### src/rtl/voice_allocator_pkg.sv
// Shared definitions for the voice allocator: FSM state encoding and
// default request field widths.
package voice_allocator_pkg;

  localparam int unsigned DEF_NOTE_BITS = 7;
  localparam int unsigned DEF_FREQ_BITS = 16;

  // Request path: capture in IDLE, select in LOOKUP, write voices in APPLY.
  typedef enum logic [1:0] {
    ST_IDLE   = 2'd0,
    ST_LOOKUP = 2'd1,
    ST_APPLY  = 2'd2
  } state_t;

endpackage

### src/rtl/voice_allocator_if.sv
// Note-event request bus between the note front end (master) and the
// voice allocator (slave).
//   note_valid : request present
//   note_ready : allocator can accept a request
//   note_on    : 1 = note-on, 0 = note-off
//   note_num   : note number
//   note_freq  : frequency word for the note (ignored on note-off)
interface voice_allocator_if
  import voice_allocator_pkg::*;
#(
  parameter int unsigned NOTE_BITS = DEF_NOTE_BITS,
  parameter int unsigned FREQ_BITS = DEF_FREQ_BITS
);

  logic                 note_valid;
  logic                 note_ready;
  logic                 note_on;
  logic [NOTE_BITS-1:0] note_num;
  logic [FREQ_BITS-1:0] note_freq;

  modport master (
    output note_valid, note_on, note_num, note_freq,
    input  note_ready
  );

  modport slave (
    input  note_valid, note_on, note_num, note_freq,
    output note_ready
  );

endinterface

### src/rtl/voice_allocator_voice_select.sv
// Combinational voice selector for a note request.
//   gates/notes/ages : current per-voice state
//   req_note         : note number of the request
//   match_hit/idx    : lowest-index gated voice already holding req_note
//   free_hit/idx     : lowest-index voice with gate low
//   oldest_idx       : voice with the largest age, ties to the lowest index
module voice_select #(
  parameter int unsigned NUM_VOICES = 4,
  parameter int unsigned NOTE_BITS  = 7,
  parameter int unsigned AGE_BITS   = 8,
  parameter int unsigned IDX_BITS   = $clog2(NUM_VOICES)
) (
  input  logic [NUM_VOICES-1:0]                gates,
  input  logic [NUM_VOICES-1:0][NOTE_BITS-1:0] notes,
  input  logic [NUM_VOICES-1:0][AGE_BITS-1:0]  ages,
  input  logic [NOTE_BITS-1:0]                 req_note,
  output logic                                 match_hit,
  output logic [IDX_BITS-1:0]                  match_idx,
  output logic                                 free_hit,
  output logic [IDX_BITS-1:0]                  free_idx,
  output logic [IDX_BITS-1:0]                  oldest_idx
);

  logic [AGE_BITS-1:0] best_age;

  // Ascending scan: first hit wins for match/free; strict '>' keeps the
  // lowest index on age ties.
  always_comb begin
    match_hit  = 1'b0;
    match_idx  = '0;
    free_hit   = 1'b0;
    free_idx   = '0;
    oldest_idx = '0;
    best_age   = ages[0];
    for (int i = 0; i < int'(NUM_VOICES); i++) begin
      if (!match_hit && gates[i] && (notes[i] == req_note)) begin
        match_hit = 1'b1;
        match_idx = IDX_BITS'(i);
      end
      if (!free_hit && !gates[i]) begin
        free_hit = 1'b1;
        free_idx = IDX_BITS'(i);
      end
      if (ages[i] > best_age) begin
        best_age   = ages[i];
        oldest_idx = IDX_BITS'(i);
      end
    end
  end

endmodule

### src/rtl/voice_allocator.sv
// Polyphonic voice allocator: maps a serial stream of note-on/note-off
// requests onto NUM_VOICES tone-generator voices.
//   clk, rst       : clock, asynchronous active-low reset
//   req            : note request bus (slave side)
//   all_off        : panic, releases every voice and drops any request
//   voice_freq     : voice i frequency word at [i*FREQ_BITS +: FREQ_BITS]
//   voice_gate     : gate per voice
//   voice_retrig   : one-cycle restart pulse per voice
//   voice_stolen   : one-cycle pulse when a note-on stole a gated voice
module voice_allocator
  import voice_allocator_pkg::*;
#(
  parameter int unsigned NUM_VOICES = 4,
  parameter int unsigned NOTE_BITS  = DEF_NOTE_BITS,
  parameter int unsigned FREQ_BITS  = DEF_FREQ_BITS,
  parameter int unsigned AGE_BITS   = 8
) (
  input  logic                            clk,
  input  logic                            rst,
  voice_allocator_if.slave                req,
  input  logic                            all_off,
  output logic [NUM_VOICES*FREQ_BITS-1:0] voice_freq,
  output logic [NUM_VOICES-1:0]           voice_gate,
  output logic [NUM_VOICES-1:0]           voice_retrig,
  output logic                            voice_stolen
);

  localparam int unsigned IDX_BITS = $clog2(NUM_VOICES);
  localparam logic [AGE_BITS-1:0] AGE_MAX = '1;

  state_t state_q, state_d;
  logic   ready_q;
  logic   accept;

  // Captured request
  logic                 req_on_q;
  logic [NOTE_BITS-1:0] req_note_q;
  logic [FREQ_BITS-1:0] req_freq_q;

  // Selection registered at the end of LOOKUP
  logic                match_hit_q, free_hit_q;
  logic [IDX_BITS-1:0] match_idx_q, free_idx_q, oldest_idx_q;
  logic                match_hit_c, free_hit_c;
  logic [IDX_BITS-1:0] match_idx_c, free_idx_c, oldest_idx_c;

  // Voice register file and its APPLY-time next values
  logic [NUM_VOICES-1:0][FREQ_BITS-1:0] freq_q, freq_d;
  logic [NUM_VOICES-1:0][NOTE_BITS-1:0] note_q, note_d;
  logic [NUM_VOICES-1:0][AGE_BITS-1:0]  age_q, age_d;
  logic [NUM_VOICES-1:0]                gate_q, gate_d;
  logic [NUM_VOICES-1:0]                retrig_q, retrig_d;
  logic                                 stolen_q, stolen_d;
  logic [IDX_BITS-1:0]                  sel_idx;

  // all_off also blocks acceptance so a request never slips past the panic.
  assign accept = req.note_valid && ready_q && !all_off;

  assign req.note_ready = ready_q;
  assign voice_freq     = freq_q;
  assign voice_gate     = gate_q;
  assign voice_retrig   = retrig_q;
  assign voice_stolen   = stolen_q;

  voice_select #(
    .NUM_VOICES (NUM_VOICES),
    .NOTE_BITS  (NOTE_BITS),
    .AGE_BITS   (AGE_BITS),
    .IDX_BITS   (IDX_BITS)
  ) u_select (
    .gates      (gate_q),
    .notes      (note_q),
    .ages       (age_q),
    .req_note   (req_note_q),
    .match_hit  (match_hit_c),
    .match_idx  (match_idx_c),
    .free_hit   (free_hit_c),
    .free_idx   (free_idx_c),
    .oldest_idx (oldest_idx_c)
  );

  // Next-state logic; all_off returns to IDLE from anywhere.
  always_comb begin
    state_d = state_q;
    case (state_q)
      ST_IDLE:   if (accept) state_d = ST_LOOKUP;
      ST_LOOKUP: state_d = ST_APPLY;
      ST_APPLY:  state_d = ST_IDLE;
      default:   state_d = ST_IDLE;
    endcase
    if (all_off) state_d = ST_IDLE;
  end

  // State and registered ready
  always_ff @(posedge clk or negedge rst) begin
    if (!rst) begin
      state_q <= ST_IDLE;
      ready_q <= 1'b1;
    end else begin
      state_q <= state_d;
      ready_q <= (state_d == ST_IDLE) && !all_off;
    end
  end

  // Request capture and LOOKUP-time selection registers
  always_ff @(posedge clk or negedge rst) begin
    if (!rst) begin
      req_on_q     <= 1'b0;
      req_note_q   <= '0;
      req_freq_q   <= '0;
      match_hit_q  <= 1'b0;
      match_idx_q  <= '0;
      free_hit_q   <= 1'b0;
      free_idx_q   <= '0;
      oldest_idx_q <= '0;
    end else begin
      if (accept) begin
        req_on_q   <= req.note_on;
        req_note_q <= req.note_num;
        req_freq_q <= req.note_freq;
      end
      if (state_q == ST_LOOKUP && !all_off) begin
        match_hit_q  <= match_hit_c;
        match_idx_q  <= match_idx_c;
        free_hit_q   <= free_hit_c;
        free_idx_q   <= free_idx_c;
        oldest_idx_q <= oldest_idx_c;
      end
    end
  end

  // Voice updates applied at the closing edge of APPLY.
  always_comb begin
    freq_d   = freq_q;
    note_d   = note_q;
    age_d    = age_q;
    gate_d   = gate_q;
    retrig_d = '0;
    stolen_d = 1'b0;
    sel_idx  = '0;
    if (req_on_q) begin
      if (match_hit_q) begin
        sel_idx = match_idx_q;
      end else if (free_hit_q) begin
        sel_idx = free_idx_q;
      end else begin
        sel_idx  = oldest_idx_q;
        stolen_d = 1'b1;
      end
      for (int i = 0; i < int'(NUM_VOICES); i++) begin
        if (IDX_BITS'(i) == sel_idx) begin
          freq_d[i]   = req_freq_q;
          note_d[i]   = req_note_q;
          gate_d[i]   = 1'b1;
          age_d[i]    = '0;
          retrig_d[i] = 1'b1;
        end else if (gate_q[i] && (age_q[i] != AGE_MAX)) begin
          age_d[i] = age_q[i] + AGE_BITS'(1);
        end
      end
    end else begin
      // Note-off releases every match; freq/note stay for the release tail.
      for (int i = 0; i < int'(NUM_VOICES); i++) begin
        if (gate_q[i] && (note_q[i] == req_note_q)) gate_d[i] = 1'b0;
      end
    end
  end

  // Voice register file; pulses default low so they last one cycle.
  always_ff @(posedge clk or negedge rst) begin
    if (!rst) begin
      freq_q   <= '0;
      note_q   <= '0;
      age_q    <= '0;
      gate_q   <= '0;
      retrig_q <= '0;
      stolen_q <= 1'b0;
    end else begin
      retrig_q <= '0;
      stolen_q <= 1'b0;
      if (all_off) begin
        gate_q <= '0;
        age_q  <= '0;
      end else if (state_q == ST_APPLY) begin
        freq_q   <= freq_d;
        note_q   <= note_d;
        age_q    <= age_d;
        gate_q   <= gate_d;
        retrig_q <= retrig_d;
        stolen_q <= stolen_d;
      end
    end
  end

endmodule

### src/flat_wrapper.sv
// flat-port wrapper written by rule: the top's interface ports become plain ports
module voice_allocator_flat import voice_allocator_pkg::*;
#(
  parameter int unsigned NUM_VOICES = 4,
  parameter int unsigned NOTE_BITS  = DEF_NOTE_BITS,
  parameter int unsigned FREQ_BITS  = DEF_FREQ_BITS,
  parameter int unsigned AGE_BITS   = 8
)
  (clk, rst, all_off, voice_freq, voice_gate, voice_retrig, voice_stolen, req_note_valid, req_note_on, req_note_num, req_note_freq, req_note_ready);
  voice_allocator_if #(.NOTE_BITS(NOTE_BITS), .FREQ_BITS(FREQ_BITS)) req_i ();
  input  logic clk;
  input  logic rst;
  input  logic all_off;
  output logic [NUM_VOICES*FREQ_BITS-1:0] voice_freq;
  output logic [NUM_VOICES-1:0] voice_gate;
  output logic [NUM_VOICES-1:0] voice_retrig;
  output logic voice_stolen;
  input wire logic [$bits(req_i.note_valid)-1:0] req_note_valid;
  input wire logic [$bits(req_i.note_on)-1:0] req_note_on;
  input wire logic [$bits(req_i.note_num)-1:0] req_note_num;
  input wire logic [$bits(req_i.note_freq)-1:0] req_note_freq;
  output wire logic [$bits(req_i.note_ready)-1:0] req_note_ready;
  assign req_i.note_valid = req_note_valid;
  assign req_i.note_on = req_note_on;
  assign req_i.note_num = req_note_num;
  assign req_i.note_freq = req_note_freq;
  assign req_note_ready = req_i.note_ready;
  voice_allocator #(.NUM_VOICES(NUM_VOICES), .NOTE_BITS(NOTE_BITS), .FREQ_BITS(FREQ_BITS), .AGE_BITS(AGE_BITS)) u_core (.clk(clk), .rst(rst), .req(req_i), .all_off(all_off), .voice_freq(voice_freq), .voice_gate(voice_gate), .voice_retrig(voice_retrig), .voice_stolen(voice_stolen));
endmodule
### config.mk
export PLATFORM = sky130hd
export DESIGN_NAME = voice_allocator_flat
export DESIGN_NICKNAME = d
export VERILOG_FILES = /design/src/rtl/voice_allocator_pkg.sv /design/src/rtl/voice_allocator_if.sv /design/src/rtl/voice_allocator_voice_select.sv /design/src/rtl/voice_allocator.sv /design/src/flat_wrapper.sv
export SDC_FILE = /design/constraint.sdc
export NUM_CORES = 1
export LEC_CHECK = 0
export ABC_AREA = 1
export CORE_MARGIN = 2
export CORE_UTILIZATION = 55
export CTS_CLUSTER_DIAMETER = 60
export CTS_CLUSTER_SIZE = 10
export DETAILED_ROUTE_END_ITERATION = 8
export HOLD_SLACK_MARGIN = 0.05
export PLACE_DENSITY = 0.83
export SLEW_MARGIN = 25
export SYNTH_ARGS = -nofsm -noshare
export SYNTH_HDL_FRONTEND = slang
export SYNTH_HIERARCHICAL = 1
export SYNTH_SLANG_ARGS = --single-unit
### constraint.sdc
create_clock -name clk -period 8.6 [get_ports clk]
set_input_delay 1.72 -clock clk [delete_from_list [all_inputs] [get_ports clk]]
set_output_delay 1.72 -clock clk [all_outputs]
set_load 0.05 [all_outputs]
Word level (Yosys, flattened, before mapping)
Cells that the tools add are included.
Cells by class
  add/sub/neg operators: 4
  order comparisons: 3
  equal/unequal tests: 17
  multiplexer cells: 59
  bitwise operators: 1
  reductions and logical operators: 55
Operator list (number)
  2-to-1 mux 32 bit: 3
  2-to-1 mux 8 bit: 10
  adder 8 x 1 -> 8 bit, second input constant: 4
  != test 8 bit, second input constant: 4
  == test 7 bit: 4
  2-to-1 mux 1 bit: 28
  > comparator 8 bit: 3
  2-to-1 mux 4 bit: 6
  AND reduction 3 bit: 8
  nonzero test 3 bit: 8
  2-to-1 mux 2 bit: 11
  logical AND 1 bit: 21
  AND reduction 4 bit: 4
  != test 3 bit, second input constant: 4
  zero test 1 bit: 9
  zero test 2 bit: 3
  == test 2 bit, first input constant: 2
  one-hot mux 2 bit (2 select lines): 1
  nonzero test 2 bit: 2
  == test 1 x 2 -> 1 bit, first input constant: 1
  == test 2 x 1 -> 1 bit, second input constant: 1
  == test 2 bit, second input constant: 1
  inverter 1 bit: 1
Storage, ports and cells
  register bits: 168
  bits of input ports: 28
  logic and storage cells: 167

Depth between registers and ports, before layout
  word-level depth: 15
  gate-level depth with buffers: 32
  mapped depth without buffers: 31

Modules after synthesis
The synthesis kept the hierarchy.
Modules (own cells, without submodules)
  voice_allocator: instances 1, cells each 852, area each 7644.8 µm²
  voice_select: instances 1, cells each 232, area each 1378.8 µm²

Worst setup path before layout
No wires, ideal clock.
  path type: reg2reg
  start point: register u_core/age_q[7] (netlist name)
  end point: register u_core.oldest_idx_q[0]
  library setup time: 0.116 ns
  arrival: 3.337 ns
  required time: 8.484 ns
  setup slack: 5.147 ns
  cell stages (with the launch flop): 29
  path buffers: 1
  clock period less this slack: 3.453 ns
  cell sequence: dfrtp_1 > inv_1 > ha_1 > a21o_1 > nor2_1 > nand2_4 > nand2_4 > nand2_1 > and2_1 > ha_1 > inv_1 > o21bai_1 > nand2_1 > nand2_1 > nand2_1 > nand2_1 > nand2_2 > buf_6 > nand3_1 > nand2_1 > ha_1 > a21oi_1 > nand2_1 > nor2_1 > nor2_1 > o22ai_1 > o21ai_1 > nand2_1 > nand2_1
Between the ends
  longest elaborated chain between the ends: 6
  elaborated cells on any way between the ends: 8
  classes of those cells: order compare (3); mux (5)
Ends and longest elaborated chain
  start, declared: RTL line voice_allocator.sv:49  | logic [NUM_VOICES-1:0][AGE_BITS-1:0] age_q, age_d;
  start signal, assigned: RTL line voice_allocator.sv:186  | age_q <= age_d;
  > comparator 8 bit: RTL line voice_allocator_voice_select.sv:44  | if (ages[i] > best_age) begin
  2-to-1 mux 8 bit: RTL line voice_allocator_voice_select.sv:44
  > comparator 8 bit: RTL line voice_allocator_voice_select.sv:44
  2-to-1 mux 8 bit: RTL line voice_allocator_voice_select.sv:44
  > comparator 8 bit: RTL line voice_allocator_voice_select.sv:44
  2-to-1 mux 2 bit *: RTL line voice_allocator_voice_select.sv:44
  net u_core.oldest_idx_c[0]: RTL line voice_allocator.sv:44  | logic [IDX_BITS-1:0] match_idx_c, free_idx_c, oldest_idx_c;
  end signal, assigned: RTL line voice_allocator.sv:126  | oldest_idx_q <= oldest_idx_c;
  end, declared: RTL line voice_allocator.sv:42  | logic [IDX_BITS-1:0] match_idx_q, free_idx_q, oldest_idx_q;
Mark *: on every way through the listed nets, which the timed path passes. The rest lies on a longest branch.
A chain may end at the register's enable or synchronous reset.

Worst setup path in the final report
Same ends and word-level chain as after synthesis.

==> reports/metrics.csv <==
stage;metric;value;unit
status;outcome;completed;
finish;area_growth_syn_to_layout;18.2;%
setup_path;start_kind;flip-flop;
clock_network;path_clk_slew;0.07;ns
timing;rsz0062_at_grt;no;
power_and_ir_drop;p_seq_frac;0.343;
die;pin_count;102;
timing;max_freq;0.251;GHz
clock_network;cts.sinks;168;
finish;layout.cells.non_filler;1397;
drt;first_iter_violations;597;
timing;period_minus_slack;3.98;ns
drt;vias;7434;
yosys;synth_edf_count;0;
global_route;grt_overflow_total;0;
clock_network;clock_path_buffers;2;
clock_network;cts_setup_buffers;0;
drt;dr.pass1.iters;5;
clock_network;postCtsResizedCells;0;
yosys;yosys_warnings;6;
timing;post-route-period-util;0.463;
global_route;grt_pass1_vias;7333;
timing;slew_viol_final;0;
yosys;yosysSeqAreaShare;0.466;
yosys;synth_top_area_frac;0.463;
die;die_area;0.0174;sq mm
place;portBuffers;101;
min_path;hp-class;flip-flop to flip-flop;
clock_network;h-tree-depth;4;
yosys;synth_top_area_cell;dfrtp_1;
min_path;hp-start;u_core/state_q[1];
power_and_ir_drop;power.internal;1.79;mW
die;num_rows;46;
timing;finalHoldViolCount;0;
setup_path;r2r_end;u_core/oldest_idx_q[0];
place;place_inst;1364;
power_and_ir_drop;p_clk_frac;0.254;
yosys;synth_cells;1084;
clock_network;cts_tree;yes;
die;start_util;0.566;
clock_network;clock_latency;0.43;ns
yosys;synth_flop_cell;dfrtp_1;
yosys;synth_cell_type_count;45;
finish;nNetsFinal;1223;
power_and_ir_drop;peakVddDrop;0.188;mV
timing;timing.hold.ws;0.464;ns
drt;antenna_left;0;
yosys;syn_area_per_cell;8.32;sq um
setup_path;cp_slowest_cell;dfrtp_1;
setup_path;r2r_slack;4.62;ns
finish;final_cell_mix;nand2_1, dfrtp_1, inv_1;
die;die_x;132;um
setup_path;cp.arrival;4.29;ns
timing;finalSetupTns;0;ns
clock_network;root_buffer;clkbuf_16;
global_route;grt_max_degree;101;
setup_path;cp_max_fo;17;
finish;drive_above_1_share;0.0992;
drt;routed_wl;21500;um
place;postPlaceCellArea;0.0100;sq mm
power_and_ir_drop;total_power;3.10;mW
drt;avgViaCountPerCell;5.32;
power_and_ir_drop;combPwrFrac;0.403;
power_and_ir_drop;power.switching;1.31;mW
power_and_ir_drop;p_leak;5.27;nW
min_path;whs_endpoint;u_core/state_q[0];
setup_path;cp_data_required_time;8.91;ns
yosys;synth_area_leaders;dfrtp_1, nand2_1, inv_1;
timing;setup_viol;0;
global_route;antenna_found_initial;1;
place;place_congestion;0.875;
drt;wl_per_cell;15.4;um
die;die_h;132;um
global_route;grt.total_usage;0.255;
finish;nFillCells;1292;
yosys;async_reset_ff_frac;1.00;
timing;maxSlewHeadroom;0.385;
place;hpwl;14200;um
setup_path;r2r_cells;28;
power_and_ir_drop;power.share.switching;0.421;
finish;layout_commonest_cell;nand2_1;
setup_path;r2r-start;u_core/age_q[7];
yosys;synth_area;0.00902;sq mm
setup_path;cp_common_cell;nand2_1;
yosys;ys_ff_latch;168;
setup_path;crit_type;flip-flop to flip-flop;
clock_network;cts_buffers;17;
power_and_ir_drop;powerDensity;291;mW/mm^2
setup_path;critPathCaptureType;flip-flop;
clock_network;cts_hold_buf;0;
drt;route.detailed.drc;0;
setup_path;max_stage_delay;0.45;ns
finish;stdcell_area;0.0107;sq mm
die;core-area;0.0159;sq mm
job;cap_violations;0;
timing;tightest_slew;0.922;ns
yosys;syn-num-nets;1140;
global_route;grt_pass1_wl;36000;um
min_path;holdPathStages;1;
timing;skew;0.0149;ns
==> metal layers <==
metal / vias to the layer above / GRT usage / wire, um
li1: 3659 / - / -
met1: 3545 / 0.324 / 9170
met2: 193 / 0.435 / 10800
met3: 37 / 0.0484 / 1020
met4: 0 / 0.0948 / 565
met5: - / 0 / 0
==> worst max-delay path: cells and delay by family, from the launching register on <==
family / cells / cell delay (ns)
AND/OR/NAND/NOR: 19 / 1.95
adder cells (fa/ha/maj): 3 / 0.87
AO/OA/AOI/OAI: 4 / 0.51
flip-flops: 1 / 0.45
buffers and inverters: 2 / 0.11
==> sequential cells by signal, indices dropped and copies added, names as in the netlist <==
register / count
u_core/voice_freq: 64
u_core/age_q: 32
u_core/note_q: 28
u_core/req_freq_q: 16
u_core/req_note_q: 7
u_core/voice_gate: 4
u_core/voice_retrig: 4
u_core/free_idx_q: 2
u_core/match_idx_q: 2
u_core/oldest_idx_q: 2
u_core/state_q: 2
u_core/free_hit_q: 1
u_core/match_hit_q: 1
u_core/req.note_ready: 1
u_core/req_on_q: 1
u_core/voice_stolen: 1
==> worst max-delay path by stage <==
stage,slack [ns],endpoint,startpoint
after floorplan,5.15,u_core/oldest_idx_q[0],u_core/age_q[7]
after global placement,4.75,u_core/req.note_ready,all_off
after detailed placement,4.66,u_core/req.note_ready,all_off
after CTS,4.62,u_core/oldest_idx_q[0],u_core/age_q[7]
after global routing,4.23,u_core/oldest_idx_q[0],u_core/age_q[3]
final,4.62,u_core/oldest_idx_q[0],u_core/age_q[7]
==> per-stage QoR <==
step | setup WS [ns] | utilization
CTS | 4.62 | 0.668
global placement | 4.75 | 0.629
floorplan | 5.15 | -
global route | 4.23 | 0.669
finish | 4.62 | 0.669
detailed placement | 4.66 | 0.629
==> cell type report <==
type | instances | area, sq um | area share
clock buffer | 18 | 439 | 0.0412
inverter | 121 | 454 | 0.0426
antenna | 1 | 2.50 | 0.000235
multi-input combinational | 756 | 4090 | 0.383
clock inverter | 14 | 179 | 0.0168
tap | 216 | 270 | 0.0253
timing repair buffer | 103 | 1030 | 0.0963
sequential | 168 | 4210 | 0.394
==> power groups by stage <==
| stage | sequential [mW] | combinational [mW] | clock [mW] |
|---|---|---|---|
| floorplan | 1.31 | 0.657 | 0 |
| global placement | 1.07 | 1.20 | 0 |
| detailed placement | 1.07 | 1.24 | 0 |
| CTS | 1.06 | 1.24 | 0.803 |
| global route | 1.08 | 1.37 | 0.839 |
| finish | 1.06 | 1.25 | 0.787 |
==> Yosys cell counts, types with 7 or more instances <==
cell type,n
o21ai_2,34
nand4_1,34
xor2_1,25
ha_1,28
and2_1,8
a21oi_1,39
o21ai_0,38
or2_1,8
xnor2_1,14
buf_2,12
o21ai_1,43
nor3_1,9
nand2_2,7
nand3_1,45
nor2_1,69
dfrtp_1,167
buf_6,17
inv_1,110
inv_2,10
nand2_1,309
==> kinds of logic (layout without fill, tap and decap cells) <==
family	Yosys count	after routing	share of synthesized area
AO/OA/AOI/OAI	178	178	0.124
XOR/XNOR	39	39	0.0379
adder cells (fa/ha/maj)	28	28	0.0388
buffers and inverters	160	256	0.0840
flip-flops	168	168	0.466
other	0	1	0
AND/OR/NAND/NOR	511	511	0.249
Power figures use the tool's default switching activity.
